<file path="src/rtl/clz_restoring_divider_pkg.sv">
// Shared types and constants for the CLZ-assisted restoring divider.
package clz_restoring_divider_pkg;

    localparam int DIV_DATA_W = 32;
    localparam int DIV_CLZ_W  = $clog2(DIV_DATA_W);

    typedef enum logic [1:0] {
        IDLE,
        BUSY,
        DONE
    } div_state_t;

    typedef logic [DIV_CLZ_W:0] div_cnt_t;

endpackage

</file>
<file path="src/rtl/clz_restoring_divider_if.sv">
// Request/response bundle between the div unit (master) and the divider (slave).
interface clz_restoring_divider_if
    import clz_restoring_divider_pkg::*;
#(
    parameter int DATA_WIDTH = DIV_DATA_W
);
    localparam int CLZ_W = $clog2(DATA_WIDTH);

    logic                  start;
    logic [DATA_WIDTH-1:0] dividend;
    logic [CLZ_W-1:0]      dividend_CLZ;
    logic [DATA_WIDTH-1:0] divisor;
    logic [CLZ_W-1:0]      divisor_CLZ;
    logic                  divisor_is_zero;
    logic [DATA_WIDTH-1:0] quotient;
    logic [DATA_WIDTH-1:0] remainder;
    logic                  done;

    modport master (
        output start, dividend, dividend_CLZ, divisor, divisor_CLZ, divisor_is_zero,
        input  quotient, remainder, done
    );

    modport slave (
        input  start, dividend, dividend_CLZ, divisor, divisor_CLZ, divisor_is_zero,
        output quotient, remainder, done
    );
endinterface

</file>
<file path="src/rtl/restoring_div_step.sv">
// One restoring division step: trial-subtract the aligned divisor from the partial remainder.
module restoring_div_step #(
    parameter int DATA_WIDTH = 32
) (
    input  logic [DATA_WIDTH-1:0] rem,
    input  logic [DATA_WIDTH-1:0] sdiv,
    output logic [DATA_WIDTH-1:0] rem_next,
    output logic                  q_bit
);
    assign q_bit    = (rem >= sdiv);
    assign rem_next = q_bit ? (rem - sdiv) : rem;
endmodule

</file>
<file path="src/rtl/clz_restoring_divider.sv">
// Iterative restoring unsigned divider; leading-zero counts skip the all-zero quotient prefix.
// Define DIVIDER_RADIX4_EN to retire two quotient bits per BUSY cycle.
module clz_restoring_divider
    import clz_restoring_divider_pkg::*;
#(
    parameter int DATA_WIDTH = DIV_DATA_W
) (
    input logic                   clk,
    input logic                   rst,
    clz_restoring_divider_if.slave bus
);
    localparam int CLZ_W = $clog2(DATA_WIDTH);
    localparam int CNT_W = CLZ_W + 1;

    div_state_t            state;
    logic [DATA_WIDTH-1:0] rem;
    logic [DATA_WIDTH-1:0] sdiv;
    logic [DATA_WIDTH-1:0] q;
    logic [CNT_W-1:0]      cnt;
    logic                  done;

    // Divisor is pre-shifted so its leading one lines up with the dividend's.
    logic [CLZ_W-1:0] shamt;
    logic [CNT_W-1:0] n_steps;
    assign shamt   = bus.divisor_CLZ - bus.dividend_CLZ;
    assign n_steps = {1'b0, shamt} + CNT_W'(1);

    logic [DATA_WIDTH-1:0] rem1;
    logic                  bit1;
    logic                  last_step;

    restoring_div_step #(.DATA_WIDTH(DATA_WIDTH)) u_step0 (
        .rem      (rem),
        .sdiv     (sdiv),
        .rem_next (rem1),
        .q_bit    (bit1)
    );

`ifdef DIVIDER_RADIX4_EN
    logic [DATA_WIDTH-1:0] rem2;
    logic                  bit2;

    restoring_div_step #(.DATA_WIDTH(DATA_WIDTH)) u_step1 (
        .rem      (rem1),
        .sdiv     (sdiv >> 1),
        .rem_next (rem2),
        .q_bit    (bit2)
    );

    // Odd remaining count takes a single step, so every later cycle takes two.
    assign last_step = (cnt <= CNT_W'(2));
`else
    assign last_step = (cnt == CNT_W'(1));
`endif

    // NOTE: state registers use non-blocking assignments so every update sees pre-edge values.
    always_ff @(posedge clk) begin
        if (rst) begin
            state <= IDLE;
            done  <= 1'b0;
            q     <= '0;
            rem   <= '0;
            sdiv  <= '0;
            cnt   <= '0;
        end else begin
            case (state)
                IDLE: begin
                    if (bus.start) begin
                        rem <= bus.dividend;
                        if (bus.divisor_is_zero) begin
                            q     <= '1;
                            done  <= 1'b1;
                            state <= DONE;
                        end else if (bus.divisor_CLZ < bus.dividend_CLZ) begin
                            q     <= '0;
                            done  <= 1'b1;
                            state <= DONE;
                        end else begin
                            q     <= '0;
                            sdiv  <= bus.divisor << shamt;
                            cnt   <= n_steps;
                            state <= BUSY;
                        end
                    end
                end
                BUSY: begin
`ifdef DIVIDER_RADIX4_EN
                    if (cnt[0]) begin
                        rem  <= rem1;
                        q    <= {q[DATA_WIDTH-2:0], bit1};
                        sdiv <= sdiv >> 1;
                        cnt  <= cnt - CNT_W'(1);
                    end else begin
                        rem  <= rem2;
                        q    <= {q[DATA_WIDTH-3:0], bit1, bit2};
                        sdiv <= sdiv >> 2;
                        cnt  <= cnt - CNT_W'(2);
                    end
`else
                    rem  <= rem1;
                    q    <= {q[DATA_WIDTH-2:0], bit1};
                    sdiv <= sdiv >> 1;
                    cnt  <= cnt - CNT_W'(1);
`endif
                    if (last_step) begin
                        done  <= 1'b1;
                        state <= DONE;
                    end
                end
                DONE: begin
                    done  <= 1'b0;
                    state <= IDLE;
                end
                default: state <= IDLE;
            endcase
        end
    end

    assign bus.quotient  = q;
    assign bus.remainder = rem;
    assign bus.done      = done;
endmodule

</file>
<file path="src/flat_wrapper.sv">
// flat-port wrapper written by rule: the top's interface ports become plain ports
module clz_restoring_divider_flat import clz_restoring_divider_pkg::*;
#(
    parameter int DATA_WIDTH = DIV_DATA_W
)
  (clk, rst, bus_start, bus_dividend, bus_dividend_CLZ, bus_divisor, bus_divisor_CLZ, bus_divisor_is_zero, bus_quotient, bus_remainder, bus_done);
  clz_restoring_divider_if #(.DATA_WIDTH(DATA_WIDTH)) bus_i ();
  input logic clk;
  input logic rst;
  input wire logic [$bits(bus_i.start)-1:0] bus_start;
  input wire logic [$bits(bus_i.dividend)-1:0] bus_dividend;
  input wire logic [$bits(bus_i.dividend_CLZ)-1:0] bus_dividend_CLZ;
  input wire logic [$bits(bus_i.divisor)-1:0] bus_divisor;
  input wire logic [$bits(bus_i.divisor_CLZ)-1:0] bus_divisor_CLZ;
  input wire logic [$bits(bus_i.divisor_is_zero)-1:0] bus_divisor_is_zero;
  output wire logic [$bits(bus_i.quotient)-1:0] bus_quotient;
  output wire logic [$bits(bus_i.remainder)-1:0] bus_remainder;
  output wire logic [$bits(bus_i.done)-1:0] bus_done;
  assign bus_i.start = bus_start;
  assign bus_i.dividend = bus_dividend;
  assign bus_i.dividend_CLZ = bus_dividend_CLZ;
  assign bus_i.divisor = bus_divisor;
  assign bus_i.divisor_CLZ = bus_divisor_CLZ;
  assign bus_i.divisor_is_zero = bus_divisor_is_zero;
  assign bus_quotient = bus_i.quotient;
  assign bus_remainder = bus_i.remainder;
  assign bus_done = bus_i.done;
  clz_restoring_divider #(.DATA_WIDTH(DATA_WIDTH)) u_core (.clk(clk), .rst(rst), .bus(bus_i));
endmodule
</file>
<file path="config.mk">
export PLATFORM = sky130hd
export DESIGN_NAME = clz_restoring_divider_flat
export DESIGN_NICKNAME = d
export VERILOG_FILES = /design/src/rtl/clz_restoring_divider_pkg.sv /design/src/rtl/clz_restoring_divider_if.sv /design/src/rtl/restoring_div_step.sv /design/src/rtl/clz_restoring_divider.sv /design/src/flat_wrapper.sv
export SDC_FILE = /design/constraint.sdc
export NUM_CORES = 1
export LEC_CHECK = 0
export BUFFER_PORTS_ARGS = -buffer_cell sky130_fd_sc_hd__buf_2
export CORE_MARGIN = 3
export CORE_UTILIZATION = 57
export CTS_CLUSTER_SIZE = 12
export DETAILED_ROUTE_END_ITERATION = 6
export GPL_TIMING_DRIVEN = 0
export HOLD_SLACK_MARGIN = 0.15
export PLACE_DENSITY_LB_ADDON = 0.08
export SLEW_MARGIN = 20
export SYNTH_ARGS = -nofsm -noshare
export SYNTH_HDL_FRONTEND = slang
export SYNTH_HIERARCHICAL = 1
export SYNTH_SLANG_ARGS = --single-unit
export TNS_END_PERCENT = 5
</file>
<file path="constraint.sdc">
create_clock -name clk -period 3.7 [get_ports clk]
set_input_delay 0.185 -clock clk [delete_from_list [all_inputs] [get_ports clk]]
set_output_delay 0.185 -clock clk [all_outputs]
set_load 0.005 [all_outputs]
</file>
* Yosys cells after proc, flatten, opt, wreduce, memory -nomap -nowiden *
Cells that the tools add are included.

cells by class
  $add $sub $neg = 4
  reductions and logical operators = 8
  eq/ne operators = 9
  order comparisons = 2
  shift operators = 1
  muxes and demuxes = 24

operators by type and width
  kind                   number
  $mux W32               7
  $pmux W32 S2           3
  $ge A32 B32 Y1         1
  $shl A32 B5 Y32        1
  $sub A32 B32 Y32       1
  $mux W6                3
  $pmux W6 S2            1
  $mux W2                4
  $reduce_and A4 Y1      2
  $add A5 B1 Y6 const B  1
  $eq A6 B1 Y1 const B   1
  $ne A2 B2 Y1 const B   3
  $sub A6 B1 Y6 const B  1
  $lt A5 B5 Y1           1
  $sub A5 B5 Y5          1
  $mux W1                4
  $ne A2 B1 Y1 const B   2
  $pmux W2 S2            1
  $reduce_and A2 Y1      2
  $ne A3 B2 Y1 const B   1
  $pmux W1 S3            1
  $reduce_and A3 Y1      1
  $reduce_bool A3 Y1     1
  $eq A2 B1 Y1 const B   1
  3 further kinds        3

word-level totals
  word-level logic and storage cells = 54
  flip-flop bits (word level) = 105
  output and inout bits = 65

* Logic depth before layout (Yosys ltp) *
  word-level depth = 6
  depth in mapped cells = 14

* Hierarchy *
The synthesis kept the hierarchy.

modules (own cells, without submodules)
  module                 cells an instance  area each (um^2)  times used  sequential area each (um^2)
  clz_restoring_divider  728                6159.7            1           2102.0
  restoring_div_step     315                2338.5            1           0.0

* Least setup slack after synthesis *
No wires, ideal clock.

  kind = register to register
  from = register u_core.rem[0] (netlist: u_core/bus.remainder[0])
  to = register u_core.rem[22] (netlist: u_core/bus.remainder[22])
  period minus slack after synthesis = 2.795 ns
  cell stages (with the launch flop) = 15
  data arrival time = 2.653 ns
  setup slack = 0.905 ns
  path buffers = 2
  required time = 3.558 ns
  setup time = 0.142 ns
  cell sequence = dfxtp_1 inv_1 ha_1 fa_1 nor2b_1 o31a_1 o21ai_1 o21ai_4 nor2_1 o32a_1 buf_6 buf_6 mux2_4 nand2_1 a311oi_1

between the ends
  cells in the longest elaborated chain, start to end = 3
  elaborated cells between the ends (all ways) = 6
  those cells by class = add/sub: 1; order compare: 1; eq/ne: 1; mux: 2; reduce/logical: 1

ends and longest elaborated chain
  item                       line                          text
  start: declaration         clz_restoring_divider.sv:16   logic [DATA_WIDTH-1:0] rem;
  start signal: assignment   clz_restoring_divider.sv:69   rem <= bus.dividend;
  start signal: assignment   clz_restoring_divider.sv:100  rem <= rem1;
  $sub A32 B32 Y32           restoring_div_step.sv:11      assign rem_next = q_bit ? (rem - sdiv) : rem;
  $mux W32                   restoring_div_step.sv:11
  named net u_core.rem1[22]  clz_restoring_divider.sv:28   logic [DATA_WIDTH-1:0] rem1;
  $pmux W32 S2               clz_restoring_divider.sv:66   case (state)

The timed path passes the listed nets, and every way through them passes these cells. The select of a mux whose other input is x is not followed.
A chain may end at the register's enable or synchronous reset.

* Worst setup path after layout *
  from = register u_core.sdiv[8]
  to = register u_core.rem[30] (netlist: u_core/bus.remainder[30])

between the ends
  cells in the longest elaborated chain, start to end = 3
  elaborated cells between the ends (all ways) = 6
  those cells by class = add/sub: 1; order compare: 1; eq/ne: 1; mux: 2; reduce/logical: 1

ends and longest elaborated chain
  item                       line                          text
  start: declaration         clz_restoring_divider.sv:17   logic [DATA_WIDTH-1:0] sdiv;
  start signal: assignment   clz_restoring_divider.sv:80   sdiv <= bus.divisor << shamt;
  start signal: assignment   clz_restoring_divider.sv:102  sdiv <= sdiv >> 1;
  $sub A32 B32 Y32           restoring_div_step.sv:11
  $mux W32                   restoring_div_step.sv:11
  named net u_core.rem1[30]  clz_restoring_divider.sv:28
  $pmux W32 S2               clz_restoring_divider.sv:66

The timed path passes the listed nets, and every way through them passes these cells. The select of a mux whose other input is x is not followed.

==> results.json <==
{
  "arrival_ps": 3510,
  "die-area_um2": 16400,
  "p_per_area_nw_per_um2": 510,
  "synth_cells": 1043,
  "postSynth.asyncResetShare": 0,
  "final_nets": 1350,
  "status": "completed",
  "synth.top_cells.by_area": "dfxtp_1 25%, mux2i_1 7.1%, ha_1 5.9%, nor2_1 5.4%, mux2_4 4.9%",
  "clock_latency_ps": 370,
  "core_area_um2": 14200,
  "drv_slew": 0,
  "dp.cells": 1365,
  "place_congestion": 1.04,
  "setup_viol": 0,
  "ff2ff_path_depth": 12,
  "max_freq_mhz": 308,
  "critical_path.max_fanout": 10,
  "rsz0062_at_grt": "no",
  "wl_per_cell_um": 17.9,
  "grt_first_pass_wirelength_um": 40600,
  "via_count": 8596,
  "drive_gt1_frac": 0.214,
  "drtAntennaViolNets": 0,
  "crit_path_end_kind": "flip-flop",
  "finalPower_mw": 5.15,
  "cts_buffers": 9,
  "grt_pass1_vias": 8126,
  "syn-cell-area_um2": 8500,
  "yosysTopAreaCellShare": 0.247,
  "yosysMostFrequentCell": "nor2_1",
  "p_leak_nw": 4.47,
  "fin_crit_ps": 3250,
  "yosysWarnings": 6,
  "netlist.top_cell.by_area": "dfxtp_1",
  "crit_type": "flip-flop to flip-flop",
  "synth_edf_count": 0,
  "hold_violations": 0,
  "synth-seq-cells": 105,
  "clkTransAtPathRegs_ps": 80,
  "die_h_um": 128,
  "dp_hpwl_um": 19400,
  "drc_errors": 0,
  "die_width_um": 128,
  "ir_drop_mv": 0.309,
  "drtIter0Drc": 853,
  "finClkSkew_ps": 15.9,
  "ys_seq_area_frac": 0.247,
  "crit_path_start_kind": "flip-flop",
  "finalSetupTns_ps": 0,
  "synth_nets": 1163,
  "hold_depth": 4,
  "hold-worst-slack_ps": 282,
  "start_util": 0.598,
  "track_usage": 0.303,
  "n_antenna_cell": 0,
  "cts_tree": "done",
  "htree_levels": 3,
  "antenna_found_initial": 0,
  "grt_overflow": 0,
  "cts.sinks": 105,
  "syn_to_final_growth_pct": 18.7,
  "avgViaCountPerCell": 6.07,
  "post-cts-setup-buffers": 0,
  "root_buffer": "clkbuf_16",
  "instances_no_fill": 1415,
  "max_cap_violations": 0,
  "required_ps": 3960,
  "io_buffers": 142,
  "min_period_over_period": 0.878,
  "grt_max_degree": 23,
  "max_slew_margin": 0.430,
  "io_pins": 143,
  "netlist_top_cells_count": "122 x nor2_1, 110 x nand2_1, 105 x dfxtp_1",
  "dr.pass1.iters": 5,
  "syn_avg_cell_area_um2": 8.15,
  "yosys_most_used_dff": "dfxtp_1",
  "drt_wl_total_um": 25300,
  "synthDistinctLibCells": 71,
  "floorplan.rows": 43,
  "cts_buffer_depth": 2,
  "tightest_slew_ps": 852,
  "hold_path_class": "primary input to flip-flop"
}
==> cell usage in the layout, fill, tap and decap left out, types with 7 or more instances in the layout <==
cell	count
mux4_2	15
clkbuf_16	9
dlygate4sd3_1	34
a21oi_1	79
nand2_1	110
nand4_1	9
clkbuf_1	46
xor2_1	19
a221oi_1	14
a21o_1	12
mux2_2	17
buf_6	7
dfxtp_1	105
a311oi_1	39
a211oi_1	16
nor2_1	122
o21ai_0	32
mux2i_1	60
buf_2	162
xnor2_1	15
mux2_4	28
ha_1	40
nand3_1	11
nor3_1	60
inv_1	52
==> report_power, final <==
part | total, mW | internal [mW] | switching, mW
registers | 1.39 | 1.26 | 0.124
clock network | 0.995 | 0.488 | 0.507
logic | 2.77 | 1.30 | 1.46
total | 5.15 | 3.05 | 2.09
==> routing by layer <==
| layer | up-vias | wire length, um | global-route usage | part of all wire |
|---|---|---|---|---|
| met3 | 50 | 1780 | 0.0538 | 0.070 |
| met4 | 0 | 711 | 0.105 | 0.028 |
| met5 | - | 0 | 0 | 0 |
| met1 | 4003 | 11200 | 0.409 | 0.44 |
| met2 | 354 | 11600 | 0.490 | 0.46 |
| li1 | 4189 | - | - | - |
==> logic make-up (layout without fill, tap and decap cells) <==
logic type      after synthesis  after routing  synth area share
compound gates              256            256             0.205
xor+xnor                     35             35            0.0370
fa+ha+maj                    42             42            0.0636
buf+inv                     131            323            0.0720
flops                       105            105             0.247
mux                         123            123             0.192
simple gates                351            351             0.184
==> per-stage QoR <==
step | cell area, um2 | setup WS [ps] | util
2_1_floorplan | 8500 | 905 | -
3_3_place_gp | 9430 | 529 | 0.664
3_5_place_dp | 9430 | 507 | 0.664
4_1_cts | 10100 | 477 | 0.710
5_1_grt | 10100 | 231 | 0.710
6_report | 10100 | 450 | 0.710
==> what timing repair did <==
action                                 4_1_cts  5_1_grt
endpoints found under the hold margin       34        0
hold buffers                                34        0
gates resized for setup                      0        0
==> sequential cells by signal, indices dropped and copies added (netlist names) <==
signal / count
u_core/bus.done: 1
u_core/bus.quotient: 32
u_core/bus.remainder: 32
u_core/cnt: 6
u_core/sdiv: 32
u_core/state: 2
==> critical path: stages, from the launching register on <==
cell and delay, ps:
dfxtp_1 400, inv_1 80, ha_1 360, nand2_1 90, or4_4 570, nor3_1 410
nor2_1 80, o32a_1 300, buf_6 150, buf_6 170, mux2_4 200, nand2_1 40
a311oi_1 280
==> final timing paths <==
check / startpoint / endpoint / slack (ps)
worst min register to register: u_core/cnt[5] / u_core/cnt[5] / 490
worst max register to register: u_core/sdiv[8] / u_core/bus.remainder[30] / 450
worst min-delay path: rst / u_core/sdiv[23] / 280
worst max-delay path: u_core/sdiv[8] / u_core/bus.remainder[30] / 450
==> cell type report <==
class	count	area (um2)
Multi-Input combinational cell	807	5780
Fill cell	1244	4120
Sequential cell	105	2100
Timing Repair Buffer	176	1050
Buffer	79	417
Clock buffer	9	225
Tap cell	180	225
Inverter	52	195
Clock inverter	7	88.8
No activity file was read; power rests on OpenSTA's default activity.
